<file path="config.mk">
export PLATFORM = sky130hd
export DESIGN_NAME = servo_instr_tx
export DESIGN_NICKNAME = d
export VERILOG_FILES = /design/src/rtl/servo_instr_tx.sv
export SDC_FILE = /design/constraint.sdc
export NUM_CORES = 1
export LEC_CHECK = 0
export CORE_MARGIN = 2
export CORE_UTILIZATION = 30
export CTS_BUF_LIST = sky130_fd_sc_hd__clkbuf_4 sky130_fd_sc_hd__clkbuf_8 sky130_fd_sc_hd__clkbuf_16
export DETAILED_ROUTE_END_ITERATION = 12
export PLACE_DENSITY_LB_ADDON = 0.15
export SYNTH_ARGS = -nofsm -noshare
export SYNTH_HDL_FRONTEND = slang
export SYNTH_SLANG_ARGS = --single-unit
</file>
<file path="constraint.sdc">
create_clock -name clk -period 1.79 [get_ports clk]
set_input_delay 0.358 -clock clk [delete_from_list [all_inputs] [get_ports clk]]
set_output_delay 0.358 -clock clk [all_outputs]
set_load 0.01 [all_outputs]
</file>
<file path="src/rtl/servo_instr_tx.sv">
// Transmitter end of the bit-serial servo instruction link: shifts a WIDTH-bit
// instruction out MSB-first, one bit per four-phase confirm/data_ready handshake.
module servo_instr_tx #(
    parameter int WIDTH          = 10,
    parameter int SETUP_CYCLES   = 4,
    parameter int TIMEOUT_CYCLES = 50000
) (
    input  logic             clk,
    input  logic             reset,
    input  logic             start,
    input  logic [WIDTH-1:0] instr,
    input  logic             data_ready,
    output logic             command,
    output logic             confirm,
    output logic             busy,
    output logic             done,
    output logic             error,
    output logic [3:0]       bit_index
);

    localparam int TMO_W = (TIMEOUT_CYCLES > 0) ? $clog2(TIMEOUT_CYCLES + 1) : 1;
    localparam bit TMO_EN = (TIMEOUT_CYCLES > 0);
    // With the timeout disabled the counter simply parks at all-ones.
    localparam logic [TMO_W-1:0] TMO_LIM = TMO_EN ? TMO_W'(TIMEOUT_CYCLES) : {TMO_W{1'b1}};
    localparam logic [7:0] SETUP_LOAD = 8'(SETUP_CYCLES);
    localparam logic [3:0] TOP_INDEX  = 4'(WIDTH - 1);

    typedef enum logic [2:0] {
        ST_IDLE     = 3'd0,
        ST_SETUP    = 3'd1,
        ST_WAIT_ACK = 3'd2,
        ST_WAIT_REL = 3'd3,
        ST_DONE     = 3'd4
    } state_t;

    state_t           state_r, state_nxt_s;
    logic [1:0]       sync_r;
    logic             ack_s;
    logic [WIDTH-1:0] shreg_r, shreg_nxt_s;
    logic [3:0]       bit_index_r, bit_index_nxt_s;
    logic [7:0]       setup_cnt_r, setup_cnt_nxt_s;
    logic [TMO_W-1:0] tmo_cnt_r, tmo_cnt_nxt_s, tmo_inc_s;
    logic             confirm_r, confirm_nxt_s;
    logic             busy_r, busy_nxt_s;
    logic             done_r, done_nxt_s;
    logic             error_r, error_nxt_s;
    logic             tmo_hit_s, abort_s, setup_end_s;

    assign ack_s       = sync_r[1];
    assign tmo_hit_s   = TMO_EN && (tmo_cnt_r == TMO_LIM);
    assign tmo_inc_s   = (tmo_cnt_r == TMO_LIM) ? tmo_cnt_r : tmo_cnt_r + TMO_W'(1);
    assign abort_s     = tmo_hit_s && ((state_r == ST_SETUP) || (state_r == ST_WAIT_ACK) ||
                                       (state_r == ST_WAIT_REL));
    assign setup_end_s = !ack_s && (setup_cnt_r <= 8'd1);

    // Two-flop synchronizer for the receiver's asynchronous acknowledge.
    always_ff @(posedge clk) begin
        if (reset) sync_r <= 2'b00;
        else       sync_r <= {sync_r[0], data_ready};
    end

    // State register.
    always_ff @(posedge clk) begin
        if (reset) state_r <= ST_IDLE;
        else       state_r <= state_nxt_s;
    end

    // Next-state logic.
    always_comb begin
        state_nxt_s = state_r;
        case (state_r)
            ST_IDLE:     if (start) state_nxt_s = ST_SETUP; else state_nxt_s = ST_IDLE;
            ST_SETUP:    if (abort_s) state_nxt_s = ST_IDLE;
                         else if (setup_end_s) state_nxt_s = ST_WAIT_ACK;
                         else state_nxt_s = ST_SETUP;
            ST_WAIT_ACK: if (abort_s) state_nxt_s = ST_IDLE;
                         else if (ack_s) state_nxt_s = ST_WAIT_REL;
                         else state_nxt_s = ST_WAIT_ACK;
            ST_WAIT_REL: if (abort_s) state_nxt_s = ST_IDLE;
                         else if (!ack_s) state_nxt_s = (bit_index_r == 4'd0) ? ST_DONE : ST_SETUP;
                         else state_nxt_s = ST_WAIT_REL;
            ST_DONE:     state_nxt_s = ST_IDLE;
            default:     state_nxt_s = ST_IDLE;
        endcase
    end

    // Next values of the registered outputs and datapath; command is the shreg MSB,
    // so shifting zeros in leaves command low once the last bit has gone.
    always_comb begin
        shreg_nxt_s     = shreg_r;
        bit_index_nxt_s = bit_index_r;
        setup_cnt_nxt_s = setup_cnt_r;
        tmo_cnt_nxt_s   = tmo_cnt_r;
        confirm_nxt_s   = confirm_r;
        busy_nxt_s      = busy_r;
        done_nxt_s      = 1'b0;
        error_nxt_s     = 1'b0;
        case (state_r)
            ST_IDLE: begin
                if (start) begin
                    shreg_nxt_s     = instr;
                    bit_index_nxt_s = TOP_INDEX;
                    setup_cnt_nxt_s = SETUP_LOAD;
                    tmo_cnt_nxt_s   = {TMO_W{1'b0}};
                    busy_nxt_s      = 1'b1;
                    confirm_nxt_s   = 1'b0;
                end else begin
                    shreg_nxt_s     = {WIDTH{1'b0}};
                    bit_index_nxt_s = 4'd0;
                    busy_nxt_s      = 1'b0;
                    confirm_nxt_s   = 1'b0;
                end
            end
            ST_SETUP, ST_WAIT_ACK, ST_WAIT_REL: begin
                if (abort_s) begin
                    shreg_nxt_s     = {WIDTH{1'b0}};
                    bit_index_nxt_s = 4'd0;
                    tmo_cnt_nxt_s   = {TMO_W{1'b0}};
                    confirm_nxt_s   = 1'b0;
                    busy_nxt_s      = 1'b0;
                    error_nxt_s     = 1'b1;
                end else if (state_r == ST_SETUP) begin
                    if (ack_s) begin
                        tmo_cnt_nxt_s = tmo_inc_s;
                    end else if (setup_end_s) begin
                        setup_cnt_nxt_s = 8'd0;
                        tmo_cnt_nxt_s   = {TMO_W{1'b0}};
                        confirm_nxt_s   = 1'b1;
                    end else begin
                        setup_cnt_nxt_s = setup_cnt_r - 8'd1;
                    end
                end else if (state_r == ST_WAIT_ACK) begin
                    if (ack_s) begin
                        confirm_nxt_s = 1'b0;
                        tmo_cnt_nxt_s = {TMO_W{1'b0}};
                    end else begin
                        tmo_cnt_nxt_s = tmo_inc_s;
                    end
                end else begin
                    if (!ack_s) begin
                        shreg_nxt_s   = {shreg_r[WIDTH-2:0], 1'b0};
                        tmo_cnt_nxt_s = {TMO_W{1'b0}};
                        if (bit_index_r == 4'd0) begin
                            busy_nxt_s = 1'b0;
                            done_nxt_s = 1'b1;
                        end else begin
                            bit_index_nxt_s = bit_index_r - 4'd1;
                            setup_cnt_nxt_s = SETUP_LOAD;
                        end
                    end else begin
                        tmo_cnt_nxt_s = tmo_inc_s;
                    end
                end
            end
            ST_DONE: begin
                busy_nxt_s = 1'b0;
            end
            default: begin
                shreg_nxt_s     = {WIDTH{1'b0}};
                bit_index_nxt_s = 4'd0;
                confirm_nxt_s   = 1'b0;
                busy_nxt_s      = 1'b0;
            end
        endcase
    end

    // Output and datapath registers.
    always_ff @(posedge clk) begin
        if (reset) begin
            shreg_r     <= {WIDTH{1'b0}};
            bit_index_r <= 4'd0;
            setup_cnt_r <= 8'd0;
            tmo_cnt_r   <= {TMO_W{1'b0}};
            confirm_r   <= 1'b0;
            busy_r      <= 1'b0;
            done_r      <= 1'b0;
            error_r     <= 1'b0;
        end else begin
            shreg_r     <= shreg_nxt_s;
            bit_index_r <= bit_index_nxt_s;
            setup_cnt_r <= setup_cnt_nxt_s;
            tmo_cnt_r   <= tmo_cnt_nxt_s;
            confirm_r   <= confirm_nxt_s;
            busy_r      <= busy_nxt_s;
            done_r      <= done_nxt_s;
            error_r     <= error_nxt_s;
        end
    end

    assign command   = shreg_r[WIDTH-1];
    assign confirm   = confirm_r;
    assign busy      = busy_r;
    assign done      = done_r;
    assign error     = error_r;
    assign bit_index = bit_index_r;

endmodule

</file>
==> qor.yml, run 1 <==
run_status: "complete, but fails checks"
violations: "setup timing"
power_leakage_nw: 1.43
area.sequential_um2: 950
timing.final.ws_setup_ns: -0.0558
synth_seq_cells: 47
min-delay-path-class: "reg2reg"
syn_to_final_growth_pct: 49.7
synthesis.area_mm2: 0.00246
placed_cell_count: 481
final_area_mm2: 0.00369
die_width_um: 94.6
rsz0062_at_grt: "true"
vias: 2544
post_layout_net_count: 410
place.gp.congestion: 0.793
timing.critical_path.from: "setup_cnt_r[6]"
final_period_minus_worst_setup_slack_ns: 1.85
globalRouteOverflowTotal: 0
final_max_slew_viol_count: 0
timing.max_slew.rel_slack: 0.755
layout.cells.non_filler: 496
die_height_um: 94.6
number_of_vias_per_cell_after_detailed_routing: 5.13
fin_skew_ns: 0.00819
wl_per_cell_um: 13.5
detailedRoute.firstPassIterationCount: 4
largest_driver_fanout_on_the_critical_path: 15
synth.area.top_cells: "sky130_fd_sc_hd__dfxtp_1 (38%), sky130_fd_sc_hd__nor2_1 (5.9%), sky130_fd_sc_hd__a21oi_1 (3.7%), sky130_fd_sc_hd__xor2_1 (3.6%), sky130_fd_sc_hd__a211oi_1 (3.4%)"
criticalPathCategory: "reg2reg"
coreArea_mm2: 0.00809
synthesis.instances: 297
pre_cts_slack_ns: -0.179
grt_util_all_layers: 0.163
max_cap_viol_count: 0
cts_root_buf: "sky130_fd_sc_hd__clkbuf_8"
worstMarginPinSlew_ns: 0.363
reg2reg_to: "tmo_cnt_r[1]"
finalPower_mw: 5.56
netlist.area_leader.share: 0.382
holdBufCountCts: 0
post-route-period-util: 1.03
detail_route.iter0.violations: 154
cts_buffer_count: 5
timing.critical_path.to_type: "flip-flop"
regToRegStartpoint: "setup_cnt_r[6]"
boundaryPins: 23
finalHoldViolations: 0
timing.final.setup_violations: 18
die-area_mm2: 0.00895
yosysSeqAreaShare: 0.382
fin_tns_setup_ns: -0.737
grt_pass1_wl_um: 11500
num_rows: 33
post_synth_num_cell_types: 57
worstSkewPairLatency_ns: 0.31
vdd_drop_max_uv: 699
critical_path.endpoint: "tmo_cnt_r[1]"
placedInstanceArea_mm2: 0.00336
n_antenna_cell: 0
post-route-drc-count: 0
initial_antenna_violation_count: 0
worst_setup_path_start_kind: "flip-flop"
synth.yosys.warnings: 0
power_density_mw_per_mm2: 1510
ys_top_cells_by_count: "sky130_fd_sc_hd__dfxtp_1 (47), sky130_fd_sc_hd__nor2_1 (39), sky130_fd_sc_hd__a21oi_1 (18), sky130_fd_sc_hd__nand2_1 (18), sky130_fd_sc_hd__nor3_1 (13)"
reg2reg_setup_slack_ns: -0.06
yosysMostFrequentCell: "sky130_fd_sc_hd__dfxtp_1"
synth_fp_nets: 317
synthArstFlopShare: 0
r2r_cells: 7
cts.clk_slew.worst_paths_ns: 0.10
ctsLongestPathBuffers: 2
layout.core_utilization: 0.456
htree_num_levels: 2
first_global_vias: 2424
detailed_place_hpwl_um: 4940
area_of_the_multi_input_gates_mm2: 0.00155
fin_worst_hold_slack_ns: 0.456
fillCellCount: 822
grt_max_degree: 29
drtAntennaViolNets: 0
cts_tree: "yes"
ys.flop_type: "sky130_fd_sc_hd__dfxtp_1"
syn_avg_cell_area_um2: 8.29
crit_required_ns: 2.00
worst-endpoint-arrival_ns: 2.05
netlist.top_cell.by_area: "sky130_fd_sc_hd__dfxtp_1"
start_util: 0.304
post_route_cells_drive_above_1_share: 0.322
cts.sinks: 47
fmax_mhz: 542
place.port_buffers: 22
routed_wirelength_um: 6710
synth-edff-count: 0
sequential cells by signal (all words and copies together) (netlist names):
| name | cells |
|---|---|
| bit_index | 4 |
| done | 1 |
| busy | 1 |
| sync_r | 2 |
| shreg_r | 10 |
| confirm | 1 |
| error | 1 |
| state_r | 3 |
| setup_cnt_r | 8 |
| tmo_cnt_r | 16 |
critical path, cell delays in order, from the launching register on:
cell and delay (ns):
sky130_fd_sc_hd__dfxtp_1 0.32, sky130_fd_sc_hd__or4_4 0.55, sky130_fd_sc_hd__o41ai_4 0.25, sky130_fd_sc_hd__buf_4 0.20, sky130_fd_sc_hd__nand2_4 0.05, sky130_fd_sc_hd__o21ai_4 0.16
sky130_fd_sc_hd__buf_12 0.15, sky130_fd_sc_hd__nor3_1 0.05
cells in the final DEF, fill, tap and decap left out, types with 7 or more instances in the layout:
cell type and instances:
sky130_fd_sc_hd__buf_4 69, sky130_fd_sc_hd__dfxtp_1 40, sky130_fd_sc_hd__nor2_1 36, sky130_fd_sc_hd__clkdlybuf4s50_1 22, sky130_fd_sc_hd__nand2_1 17, sky130_fd_sc_hd__a21oi_1 17
sky130_fd_sc_hd__nor3_1 11, sky130_fd_sc_hd__inv_1 10, sky130_fd_sc_hd__o21ai_0 10, sky130_fd_sc_hd__xor2_1 10, sky130_fd_sc_hd__a211oi_1 10, sky130_fd_sc_hd__a22oi_1 8
sky130_fd_sc_hd__nor4_1 7, sky130_fd_sc_hd__buf_6 7, sky130_fd_sc_hd__dfxtp_2 7
logic make-up (layout without fill, tap and decap cells):
logic type                 after synthesis  after routing  share of synthesized area
AOI/OAI and AO/OA                       80             80                      0.227
xor gates and xnor gates                13             13                     0.0462
adders and majority gates                6              6                     0.0305
buffers and inverters                   27            121                     0.0472
DFF                                     47             47                      0.382
muxes                                    1              1                    0.00406
and+or+nand+nor                        123            123                      0.263
how the worst min path moves through the flow:
stage | startpoint | cells after the start | endpoint
6_report | sync_r[0] | 1 | sync_r[1]
5_1_grt | sync_r[0] | 1 | sync_r[1]
4_1_cts | sync_r[0] | 1 | sync_r[1]
3_5_place_dp | sync_r[0] | 1 | sync_r[1]
3_3_place_gp | sync_r[0] | 1 | sync_r[1]
2_1_floorplan | sync_r[0] | 1 | sync_r[1]
metal layers:
metal  track usage  up-vias  part of all wire
met5             0        -                 0
met4        0.0471        0             0.012
met3        0.0239        6             0.031
met2         0.277       41              0.49
met1         0.215     1209              0.47
li1              -     1288                 -
power breakdown:
part,switching (mW),internal [mW]
registers,0.142,1.27
logic,1.59,1.73
clock network,0.407,0.424
area by class of cell:
| type | count | share of cell area |
|---|---|---|
| tap | 105 | 0.0356 |
| timing repair buffer | 102 | 0.243 |
| clock buffer | 5 | 0.0187 |
| sequential | 47 | 0.258 |
| inverter | 11 | 0.0112 |
| clock inverter | 3 | 0.0129 |
| multi-input combinational | 223 | 0.421 |
timing repair:
action	4_1_cts	5_1_grt
gates cloned	1	0
endpoints found under the setup margin	35	38
pin swaps	5	21
buffers inserted	2	4
gates resized for setup	16	29
Note: power is estimated with default switching activity, not from simulation.
==> run 2: changes to the inputs <==
--- a/config.mk
+++ b/config.mk
@@ -10,6 +10,7 @@
 export CTS_BUF_LIST = sky130_fd_sc_hd__clkbuf_4 sky130_fd_sc_hd__clkbuf_8 sky130_fd_sc_hd__clkbuf_16
 export DETAILED_ROUTE_END_ITERATION = 12
 export PLACE_DENSITY_LB_ADDON = 0.15
+export SKIP_LAST_GASP = 1
 export SYNTH_ARGS = -nofsm -noshare
 export SYNTH_HDL_FRONTEND = slang
 export SYNTH_SLANG_ARGS = --single-unit
==> qor.yml, run 2 (synthesis gave the netlist of run 1 again) <==
fin_worst_hold_slack_ns: 0.457
cts_tree: "yes"
detailed_place_hpwl_um: 4940
first_global_vias: 2424
crit_required_ns: 2.00
post_layout_net_count: 409
fmax_mhz: 539
final_period_minus_worst_setup_slack_ns: 1.86
area_of_the_multi_input_gates_mm2: 0.00155
fin_tns_setup_ns: -0.941
finalPower_mw: 5.55
htree_num_levels: 2
worstSkewPairLatency_ns: 0.31
place.gp.congestion: 0.793
timing.final.setup_violations: 18
placedInstanceArea_mm2: 0.00336
cts.sinks: 47
ctsLongestPathBuffers: 2
wl_per_cell_um: 13.6
registers.top_by_ff_count: "tmo_cnt_r"
final_area_mm2: 0.00368
run_status: "complete, but fails checks"
die_width_um: 94.6
largest_driver_fanout_on_the_critical_path: 15
grt_util_all_layers: 0.163
cts_buffer_count: 5
syn_to_final_growth_pct: 49.3
drtAntennaViolNets: 0
coreArea_mm2: 0.00809
grt_max_degree: 29
routed_wirelength_um: 6720
cts_root_buf: "sky130_fd_sc_hd__clkbuf_8"
reg2reg_setup_slack_ns: -0.07
criticalPathCategory: "reg2reg"
vias: 2540
pre_cts_slack_ns: -0.179
timing.critical_path.to_type: "flip-flop"
cts.clk_slew.worst_paths_ns: 0.10
die_height_um: 94.6
fillCellCount: 820
boundaryPins: 23
start_util: 0.304
most-common-layout-cells: "sky130_fd_sc_hd__buf_4 (68), sky130_fd_sc_hd__dfxtp_1 (40), sky130_fd_sc_hd__nor2_1 (36)"
number_of_vias_per_cell_after_detailed_routing: 5.13
worst-endpoint-arrival_ns: 2.06
power_density_mw_per_mm2: 1510
post_route_cells_drive_above_1_share: 0.318
vdd_drop_max_uv: 699
initial_antenna_violation_count: 0
final_max_slew_viol_count: 0
n_antenna_cell: 0
post-route-drc-count: 0
timing.max_slew.rel_slack: 0.752
biggestRegsByFlops: "tmo_cnt_r (16), shreg_r (10), setup_cnt_r (8)"
max_cap_viol_count: 0
detailedRoute.firstPassIterationCount: 4
finalHoldViolations: 0
fin_skew_ns: 0.00906
rsz0062_at_grt: "true"
detail_route.iter0.violations: 171
timing.final.ws_setup_ns: -0.0654
area.sequential_um2: 950
num_rows: 33
worstMarginPinSlew_ns: 0.368
largest_register_ff_count: 16
post-route-period-util: 1.04
die-area_mm2: 0.00895
power_leakage_nw: 1.43
layout_commonest_cell: "sky130_fd_sc_hd__buf_4"
globalRouteOverflowTotal: 0
place.port_buffers: 22
min-delay-path-class: "reg2reg"
violations: "setup timing"
worst_setup_path_start_kind: "flip-flop"
grt_pass1_wl_um: 11500
-- run 2: worst paths after layout --
check / from / cells past startpoint / end
setup reg to reg: setup_cnt_r[6] / 7 / tmo_cnt_r[1]
setup / recovery: setup_cnt_r[6] / 7 / tmo_cnt_r[1]
hold reg to reg: sync_r[0] / 1 / sync_r[1]
hold / removal: sync_r[0] / 1 / sync_r[1]
-- run 2: cell type report --
cell class	instances	area share
clock buffers	5	0.0187
clock inverters	3	0.0129
inverters	11	0.0112
multi-input cells	223	0.421
flip-flops and latches	47	0.258
well taps	105	0.0357
repair buffers	101	0.242
-- run 2: through the flow --
step,util,std cells
final,0.454,495
after global routing,0.454,495
after CTS,0.439,492
after detailed placement,0.415,481
after global placement,0.415,481
after floorplan,-,297
-- run 2: where the power goes --
| part | internal [mW] | total [mW] | switching (mW) |
|---|---|---|---|
| Combinational | 1.71 | 3.31 | 1.60 |
| Clock | 0.424 | 0.836 | 0.411 |
| Sequential | 1.27 | 1.41 | 0.143 |
| Total | 3.40 | 5.55 | 2.15 |
-- run 2: what timing repair did --
item                       4_1_cts  5_1_grt
setup endpoints to repair       35       38
hold endpoints to repair         0        0
cloned                           1        0
buffers inserted                 2        3
hold buffers                     0        0
resized for setup               15       28
pin swaps                        5       18
-- run 2: routing by layer --
| layer | vias up | track usage | routed length (µm) |
|---|---|---|---|
| met5 | - | 0 | 0 |
| met4 | 0 | 0.0471 | 80 |
| met3 | 6 | 0.0239 | 229 |
| met2 | 40 | 0.277 | 3250 |
| met1 | 1207 | 0.215 | 3160 |
| li1 | 1287 | - | - |
-- run 2: critical path, cell delays in order (launching register included) --
cell	delay, ns
sky130_fd_sc_hd__dfxtp_1	0.32
sky130_fd_sc_hd__or4_4	0.56
sky130_fd_sc_hd__o41ai_4	0.25
sky130_fd_sc_hd__buf_4	0.21
sky130_fd_sc_hd__nand2_4	0.05
sky130_fd_sc_hd__o21ai_4	0.16
sky130_fd_sc_hd__buf_12	0.15
sky130_fd_sc_hd__nor3_1	0.05
